==> config.mk <==
export PLATFORM = sky130hd
export DESIGN_NAME = int_to_float
export DESIGN_NICKNAME = d
export VERILOG_FILES = /design/src/rtl/float_pkg.sv /design/src/rtl/lzc_prio.sv /design/src/rtl/int_to_float.sv
export SDC_FILE = /design/constraint.sdc
export NUM_CORES = 1
export LEC_CHECK = 0
export CELL_PAD_IN_SITES_DETAIL_PLACEMENT = 1
export CELL_PAD_IN_SITES_GLOBAL_PLACEMENT = 1
export CORE_MARGIN = 1.5
export CORE_UTILIZATION = 47
export CTS_BUF_LIST = sky130_fd_sc_hd__clkbuf_4
export DETAILED_ROUTE_END_ITERATION = 6
export PLACE_DENSITY = 0.93
export SLEW_MARGIN = 20
export SYNTH_ARGS = -nofsm -noshare
export SYNTH_HDL_FRONTEND = slang
export SYNTH_SLANG_ARGS = --single-unit
==> constraint.sdc <==
create_clock -name clk -period 8.1 [get_ports clk]
set_clock_uncertainty 0.2 [all_clocks]
set_input_delay 1.215 -clock clk [delete_from_list [all_inputs] [get_ports clk]]
set_output_delay 1.215 -clock clk [all_outputs]
set_load 0.1 [all_outputs]
==> src/rtl/float_pkg.sv <==
// Shared float-format helpers: field widths, bias and max-exponent derivation.
// Used by int_to_float, the float adder and other float units.
package float_pkg;

    localparam int unsigned E_BIT = 8;
    localparam int unsigned F_BIT = 23;

    function automatic int unsigned bias_of(input int unsigned e_bit);
        return (32'd1 << (e_bit - 1)) - 32'd1;
    endfunction

    function automatic int unsigned e_max_of(input int unsigned e_bit);
        return (32'd1 << e_bit) - 32'd1;
    endfunction

    function automatic int unsigned float_width(input int unsigned e_bit, input int unsigned f_bit);
        return 32'd1 + e_bit + f_bit;
    endfunction

    function automatic int unsigned max_u(input int unsigned a, input int unsigned b);
        return (a > b) ? a : b;
    endfunction

    localparam int unsigned BIAS  = bias_of(E_BIT);
    localparam int unsigned E_MAX = e_max_of(E_BIT);

endpackage

==> src/rtl/lzc_prio.sv <==
// Parallel leading-zero counter; all-zero input yields W.
module lzc_prio #(
    parameter  int unsigned W  = 32,
    localparam int unsigned OW = $clog2(W + 1)
) (
    input  logic [W-1:0]  d,
    output logic [OW-1:0] lz_c
);

    // Scan upward so the highest set bit is the last (winning) assignment.
    always_comb begin
        lz_c = OW'(W);
        for (int unsigned i = 0; i < W; i++) begin
            if (d[i]) lz_c = OW'(W - 1 - i);
        end
    end

endmodule

==> src/rtl/int_to_float.sv <==
// Three-stage integer to float converter: sign/magnitude, normalise, round/pack.
// Whole pipe advances together whenever the output register is empty or being drained.
module int_to_float
    import float_pkg::*;
#(
    parameter int unsigned E_bit = E_BIT,
    parameter int unsigned F_bit = F_BIT,
    parameter int unsigned I_bit = 32
) (
    input  logic                                 clk,
    input  logic                                 rst,
    input  logic                                 in_valid,
    output logic                                 in_ready,
    input  logic [I_bit-1:0]                     int_in,
    input  logic                                 in_signed,
    output logic                                 out_valid,
    input  logic                                 out_ready,
    output logic [float_width(E_bit, F_bit)-1:0] float_out,
    output logic                                 inexact,
    output logic                                 overflow
);

    localparam int unsigned FW     = float_width(E_bit, F_bit);
    localparam int unsigned LZW    = $clog2(I_bit + 1);
    localparam int unsigned UW     = $clog2(I_bit);
    localparam int unsigned XW     = I_bit - 1 + F_bit + 2;
    localparam int unsigned BW     = max_u(E_bit, UW) + 2;
    localparam int unsigned BIAS_L = bias_of(E_bit);
    localparam int unsigned EMAX_L = e_max_of(E_bit);

    logic advance_c;

    logic             v0_d, v0_q, s0_d, s0_q;
    logic [I_bit-1:0] mag0_d, mag0_q;

    logic [LZW-1:0]   lz_c;
    logic             v1_d, v1_q, s1_d, s1_q;
    logic [I_bit-1:0] norm1_d, norm1_q;
    logic [UW-1:0]    e_unb1_d, e_unb1_q;

    logic [XW-1:0]    ext_c;
    logic [F_bit-1:0] frac_c;
    logic [F_bit:0]   frac_sum_c;
    logic [BW-1:0]    bexp_c;
    logic             guard_c, sticky_c, inc_c, zero_c, ovf_c;

    logic             out_valid_d, out_valid_q;
    logic [FW-1:0]    float_d, float_q;
    logic             inexact_d, inexact_q;
    logic             overflow_d, overflow_q;

    assign advance_c = ~out_valid_q | out_ready;
    assign in_ready  = advance_c;
    assign out_valid = out_valid_q;
    assign float_out = float_q;
    assign inexact   = inexact_q;
    assign overflow  = overflow_q;

    // S0: sign and magnitude; the most negative value maps to 2^(I_bit-1) exactly.
    always_comb begin
        v0_d   = in_valid;
        s0_d   = in_signed & int_in[I_bit-1];
        mag0_d = s0_d ? (~int_in + I_bit'(1)) : int_in;
    end

    lzc_prio #(.W(I_bit)) u_lzc (
        .d    (mag0_q),
        .lz_c (lz_c)
    );

    // S1: normalise; e_unb is meaningless for a zero magnitude and ignored downstream.
    always_comb begin
        v1_d     = v0_q;
        s1_d     = s0_q;
        norm1_d  = mag0_q << lz_c;
        e_unb1_d = UW'(32'(I_bit - 1) - 32'(lz_c));
    end

    // S2: round to nearest even, then pack or saturate to infinity.
    always_comb begin
        ext_c      = {norm1_q[I_bit-2:0], {(F_bit + 2){1'b0}}};
        frac_c     = ext_c[XW-1 -: F_bit];
        guard_c    = ext_c[XW-1-F_bit];
        sticky_c   = |ext_c[XW-2-F_bit:0];
        inc_c      = guard_c & (sticky_c | frac_c[0]);
        frac_sum_c = {1'b0, frac_c} + (F_bit + 1)'(inc_c);
        bexp_c     = BW'(e_unb1_q) + BW'(BIAS_L) + BW'(frac_sum_c[F_bit]);
        ovf_c      = bexp_c >= BW'(EMAX_L);
        zero_c     = ~norm1_q[I_bit-1];

        out_valid_d = v1_q;
        float_d     = '0;
        inexact_d   = 1'b0;
        overflow_d  = 1'b0;
        if (zero_c) begin
            float_d = '0;
        end else if (ovf_c) begin
            float_d    = {s1_q, E_bit'(EMAX_L), {F_bit{1'b0}}};
            inexact_d  = 1'b1;
            overflow_d = 1'b1;
        end else begin
            float_d   = {s1_q, bexp_c[E_bit-1:0], frac_sum_c[F_bit-1:0]};
            inexact_d = guard_c | sticky_c;
        end
    end

    always_ff @(posedge clk) begin
        if (rst) begin
            v0_q        <= 1'b0;
            s0_q        <= 1'b0;
            mag0_q      <= '0;
            v1_q        <= 1'b0;
            s1_q        <= 1'b0;
            norm1_q     <= '0;
            e_unb1_q    <= '0;
            out_valid_q <= 1'b0;
            float_q     <= '0;
            inexact_q   <= 1'b0;
            overflow_q  <= 1'b0;
        end else if (advance_c) begin
            v0_q        <= v0_d;
            s0_q        <= s0_d;
            mag0_q      <= mag0_d;
            v1_q        <= v1_d;
            s1_q        <= s1_d;
            norm1_q     <= norm1_d;
            e_unb1_q    <= e_unb1_d;
            out_valid_q <= out_valid_d;
            float_q     <= float_d;
            inexact_q   <= inexact_d;
            overflow_q  <= overflow_d;
        end
    end

endmodule

# Yosys cells after proc, flatten, opt, wreduce, memory -nomap -nowiden
# Cells that the tools add are included.
[totals]
regBits = 108
output_inout_bits = 36
wordCells = 65
[op_classes]
add_sub_neg = 5
order_cmp = 1
n_shift = 1
mux = 39
bitwise_logic = 7
n_reduce_logical = 1
[ops]
columns = ["cell", "n"]
rows = [
  ["$mux W6", 32],
  ["$mux W32", 2],
  ["$add A32 B1 Y32 const B", 1],
  ["$not A32 Y32", 1],
  ["$shl A32 B6 Y32", 1],
  ["$mux W31", 1],
  ["$add A23 B1 Y24", 1],
  ["$add A8 B1 Y9", 1],
  ["$ge A9 B8 Y1 const B", 1],
  ["$add A5 B7 Y8 const B", 1],
  ["$reduce_or A7 Y1", 1],
  ["$sub A5 B5 Y5 const A", 1],
  ["$mux W1", 4],
  ["$or A1 B1 Y1", 3],
  ["$and A1 B1 Y1", 2],
  ["$not A1 Y1", 1],
]

# Depth between registers and ports, before layout
[depth]
depth_word = 33
ltp_mapped = 14
depth_no_buf = 14

# Hierarchy
# A second synthesis with hierarchy kept.
[hier_totals]
hier_cells = 797
area_unflattened_um2 = 6774.0
[by_module_without_submodules]
columns = ["module", "instances", "cells_per_inst", "area_each_um2"]
rows = [
  ["int_to_float", 1, 732, 6406.1],
  ["lzc_prio", 1, 65, 367.9],
]

# Worst setup path after synthesis
# No wires, ideal clock.
[synth_path]
path_kind = "input to output"
from = "input out_ready"
to = "output in_ready"
arrival_time_ns = 2.853
t_required_ns = 6.685
setup_slack_ns = 3.832
stages = 5
path_buffers = 3
path_cell_list = "nor2b_1 > clkbuf_1 > inv_2 > clkbuf_1 > clkbuf_1"
[synth_between]
elab_chain_cells = 1
[synth_lines]
columns = ["element", "line", "rtl"]
rows = [
  ["start, declared", "int_to_float.sv:17", "input logic out_ready,"],
  ["$or A1 B1 Y1", "int_to_float.sv:52", "assign advance_c = ~out_valid_q | out_ready;"],
  ["end, declared", "int_to_float.sv:13", "output logic in_ready,"],
]
# Every way passes these cells.

# Worst setup path after layout
# Ends and elaborated chain as after synthesis.

==> results.md <==
* Result of the run: complete, no violations
* Cell area after placement at around 0.0077 mm^2
* Slew Limit Headroom at 33.2%
* Overall overflow remaining after global route at 0
* Worst r2r src: norm1_q[14]$_SDFFE_PP0P_
* DR iter-0 viols at 530
* Power per cell area at 202 mW/mm^2
* Share of the synthesized area in the top cell type at 30.9%
* Synth async-reset ratio at 0%
* Final weighted congestion of routability-driven global placement at ~0.90
* Worst-path fanout max at 54
* Die width at 125 um
* Total iterations of the first detailed-routing run at 7
* Register area share after synthesis at 30.9%
* # setup viols final at 0
* Vias in the first global route at between 7000 and 8000
* DRT Wirelength at 22300 um
* Fraction of final layout cells sized beyond drive strength 1 at 5.48%
* Crit path top cell by count: sky130_fd_sc_hd__clkdlybuf4s50_1
* Standard-cell rows at 44
* Switching fraction of total power at 42.8%
* Post-route setup TNS at 0 ns
* CTS hold repair buffers at 0
* Hold Worst Slack at 0.265 ns
* Number of enable-type register cells in the synthesized netlist at 0
* Starting density of the core at 48.1%
* Clock Sinks at 108
* H-tree depth at 3
* Remaining routing DRC violations at 0
* # fillers at around 1800
* RSZ-0062 raised after global routing: false
* Number of buffers added by the clock tree synthesis step at 9
* Post-layout min period at 4.74 ns
* Clock latency at the later pin of the worst-skew pair at 0.53 ns
* CP Data Arrival Time at 3.33 ns
* Worst IR drop on VDD at roughly 0.1 mV
* Number of standard cells after synthesis at 913
* Combinational fraction of design power at 39.2%
* Area of all placed cells without fillers at 0.00785 mm^2
* Number of antenna violations at the first check in global routing at 1
* First-pass GRT wire length at about 36000 um
* Critical hold path startpoint: s0_q$_SDFFE_PP0P_
* Sequential Power Share at 42.2%
* Port buffer count at 72
* Syn nets at 955
* Via density per instance at between 6 and 7
* Cell types occupying the most area after synthesis: sky130_fd_sc_hd__dfxtp_1 (31%), sky130_fd_sc_hd__nand2_1 (5.7%), sky130_fd_sc_hd__nor2_1 (5.6%), sky130_fd_sc_hd__mux2i_1 (4.2%), sky130_fd_sc_hd__a21oi_1 (3.9%)
* Maximum number of buffers from clock root to sink at 2
* Library cell with the largest summed area after synthesis: sky130_fd_sc_hd__dfxtp_1
* Library cell contributing the largest single delay on the critical path: sky130_fd_sc_hd__clkdlybuf4s50_1
* Overall fraction of global-route tracks in use at 28.4%
* Start point of the critical path: out_ready
* Number of synthesized register bits at 108
* Category of the most critical setup path: primary input to primary output
* Vertical extent of the die at 125 um
* Vias at ~7000
* Post-Synthesis Cell Area at 0.00699 mm^2
* Pin slew with the least headroom to its limit at about 1.0 ns
* Synth warn at 0
* Cells along the critical path: clkdlybuf4s50_1 -> nor2b_4 -> buf_4 -> inv_2 -> clkdlybuf4s50_1
* Number of max-slew violations in the final report at 0
* Worst path max stage delay at 1.13 ns
* Internal power summed over all cells at slightly above 0.0009 W
* Final HPWL from detailed placement at 16200 um
* Flip-flop and latch area at 0.00216 mm^2
* IO Count at 73
* Tightest Hold Check Type: register to register
* Area overhead of the layout relative to synthesis at 12.3%
* Pin count of the biggest net entering global routing at 89
* Clock tree root buffer cell: sky130_fd_sc_hd__clkbuf_4
* Avg Cell Area, Syn at 7.66 um^2
* Cell leakage power at between 2 and 3 nW
* CTS tree: done
* Switching power total at 0.000677 W
* Design Power at 0.00158 W
* Core Box Area at 0.0145 mm^2
* Resized Gates After CTS at 0
* Number of distinct library cell variants in the gate-level netlist after synthesis at 71
* Share of power burned in the clock network at a little under a fifth
* Detail Route Antenna Nets at 0
* Number of nets in the final layout at 969
* Commonest register cell after synthesis: sky130_fd_sc_hd__dfxtp_1
* Crit path required time at 6.68 ns
* Tcrit/Tclk final at 58.6%
* Die footprint at 0.0156 mm^2
* WL/cell at 19.9 um
* CP endpoint kind: primary output
* Clock slew at reported path FFs at 0.18 ns
* Final Hold Fails at 0
* Count of max-cap constraint violations at 0
* Sort of element at the start of the critical path: primary input
* Number of buffers inserted to repair setup after CTS at 0
* Highest clock rate at 0.211 GHz
* Area taken by multi-input logic gates at 0.00442 mm^2
through the flow:
| stage | utilization [%] | worst slack (ns) | instances |
|---|---|---|---|
| 2_1_floorplan | - | 3.83 | 913 |
| 3_3_place_gp | 53.0 | 3.36 | 1100 |
| 3_5_place_dp | 53.0 | 3.18 | 1100 |
| 4_1_cts | 54.0 | 3.35 | 1115 |
| 5_1_grt | 54.0 | 3.29 | 1116 |
| 6_report | 54.0 | 3.36 | 1116 |
synthesized netlist by cell type, types with 6 or more instances:
cell,count
sky130_fd_sc_hd__o221ai_1,9
sky130_fd_sc_hd__clkbuf_1,65
sky130_fd_sc_hd__a311oi_1,9
sky130_fd_sc_hd__buf_2,10
sky130_fd_sc_hd__inv_1,22
sky130_fd_sc_hd__xnor2_1,24
sky130_fd_sc_hd__nor3_1,19
sky130_fd_sc_hd__o21ai_0,36
sky130_fd_sc_hd__o31ai_1,6
sky130_fd_sc_hd__nand4_1,8
sky130_fd_sc_hd__nor4_1,14
sky130_fd_sc_hd__a21oi_1,54
sky130_fd_sc_hd__nand2b_1,10
sky130_fd_sc_hd__nand2_1,107
sky130_fd_sc_hd__or3_1,14
sky130_fd_sc_hd__dfxtp_1,108
sky130_fd_sc_hd__nor2_1,104
sky130_fd_sc_hd__and3_1,7
sky130_fd_sc_hd__a32oi_1,6
sky130_fd_sc_hd__o21ai_1,6
sky130_fd_sc_hd__a22oi_1,27
sky130_fd_sc_hd__a221oi_1,7
sky130_fd_sc_hd__a22o_1,8
sky130_fd_sc_hd__a211oi_1,35
sky130_fd_sc_hd__nand3_1,24
sky130_fd_sc_hd__o211ai_1,22
sky130_fd_sc_hd__mux2i_1,29
sky130_fd_sc_hd__nor2b_1,8
sky130_fd_sc_hd__xor2_1,23
worst max-delay path, delay by kind of cell:
| kind | cells | cell delay (ns) |
|---|---|---|
| buffers and inverters | 4 | 2.06 |
| AND/OR/NAND/NOR | 1 | 0.04 |
final timing paths:
check                                             endpoint  slack (ns)  cells after the start
worst min-delay path                     s1_q$_SDFFE_PP0P_        0.27                      2
worst max register to register  float_out[27]$_SDFFE_PP0P_        4.22                     13
worst max-delay path                              in_ready        3.36                      5
worst min register to register           s1_q$_SDFFE_PP0P_        0.27                      2
power groups by stage:
stage	clock, W	sequential [W]	combinational, W
2_1_floorplan	0	0.000715	0.000389
3_3_place_gp	0	0.000673	0.000590
5_1_grt	0.000314	0.000677	0.000664
6_report	0.000294	0.000668	0.000620
3_5_place_dp	0	0.000677	0.000607
4_1_cts	0.000294	0.000666	0.000610
cell families (layout without fill, tap and decap cells):
kind of cell | Yosys count | count (layout) | share of synthesized area, %
simple gates | 339 | 339 | 22.6
compound gates | 274 | 274 | 27.8
flops | 108 | 108 | 30.9
buf+inv | 105 | 123 | 6.08
xor+xnor | 47 | 47 | 5.89
mux | 35 | 35 | 5.76
fa+ha+maj | 5 | 5 | 0.895
other cells | 0 | 1 | 0
final cells by class:
cell class                      instances  share of cell area, %
Multi-Input combinational cell        700                   56.3
Inverter                               24                   1.15
Sequential cell                       108                   27.5
Tap cell                              184                   2.93
Clock buffer                            9                  0.861
Antenna cell                            1                 0.0319
Clock inverter                          6                  0.909
Timing Repair Buffer                   84                   10.3
routing by layer:
layer / routed length [um] / vias up / GRT usage, %
li1: - / 3367 / -
met1: 9510 / 3432 / 35.9
met2: 10800 / 243 / 48.4
met3: 1090 / 59 / 4.02
met4: 816 / 0 / 12.3
met5: 0 / - / 0
sequential cells by signal (all words and copies together) (netlist names):
register	count
e_unb1_q	5
overflow	1
s1_q	1
out_valid_d	1
norm1_q	32
mag0_q	32
float_out	32
v0_q	1
out_valid	1
s0_q	1
inexact	1
cell usage in the layout (no fill, tap or decap), types with 7 or more instances in the layout:
master,n
sky130_fd_sc_hd__a211oi_1,35
sky130_fd_sc_hd__a21oi_1,54
sky130_fd_sc_hd__a221oi_1,7
sky130_fd_sc_hd__a22o_1,8
sky130_fd_sc_hd__a22oi_1,27
sky130_fd_sc_hd__a311oi_1,9
sky130_fd_sc_hd__and3_1,7
sky130_fd_sc_hd__buf_4,12
sky130_fd_sc_hd__clkbuf_4,9
sky130_fd_sc_hd__clkdlybuf4s50_1,71
sky130_fd_sc_hd__dfxtp_1,108
sky130_fd_sc_hd__inv_1,22
sky130_fd_sc_hd__mux2i_1,29
sky130_fd_sc_hd__nand2_1,107
sky130_fd_sc_hd__nand2b_1,10
sky130_fd_sc_hd__nand3_1,24
sky130_fd_sc_hd__nand4_1,8
sky130_fd_sc_hd__nor2_1,104
sky130_fd_sc_hd__nor2b_1,7
sky130_fd_sc_hd__nor3_1,19
sky130_fd_sc_hd__nor4_1,14
sky130_fd_sc_hd__o211ai_1,22
sky130_fd_sc_hd__o21ai_0,36
sky130_fd_sc_hd__o221ai_1,9
sky130_fd_sc_hd__or3_1,14
sky130_fd_sc_hd__xnor2_1,24
sky130_fd_sc_hd__xor2_1,23
(Power assumes the default switching activity.)
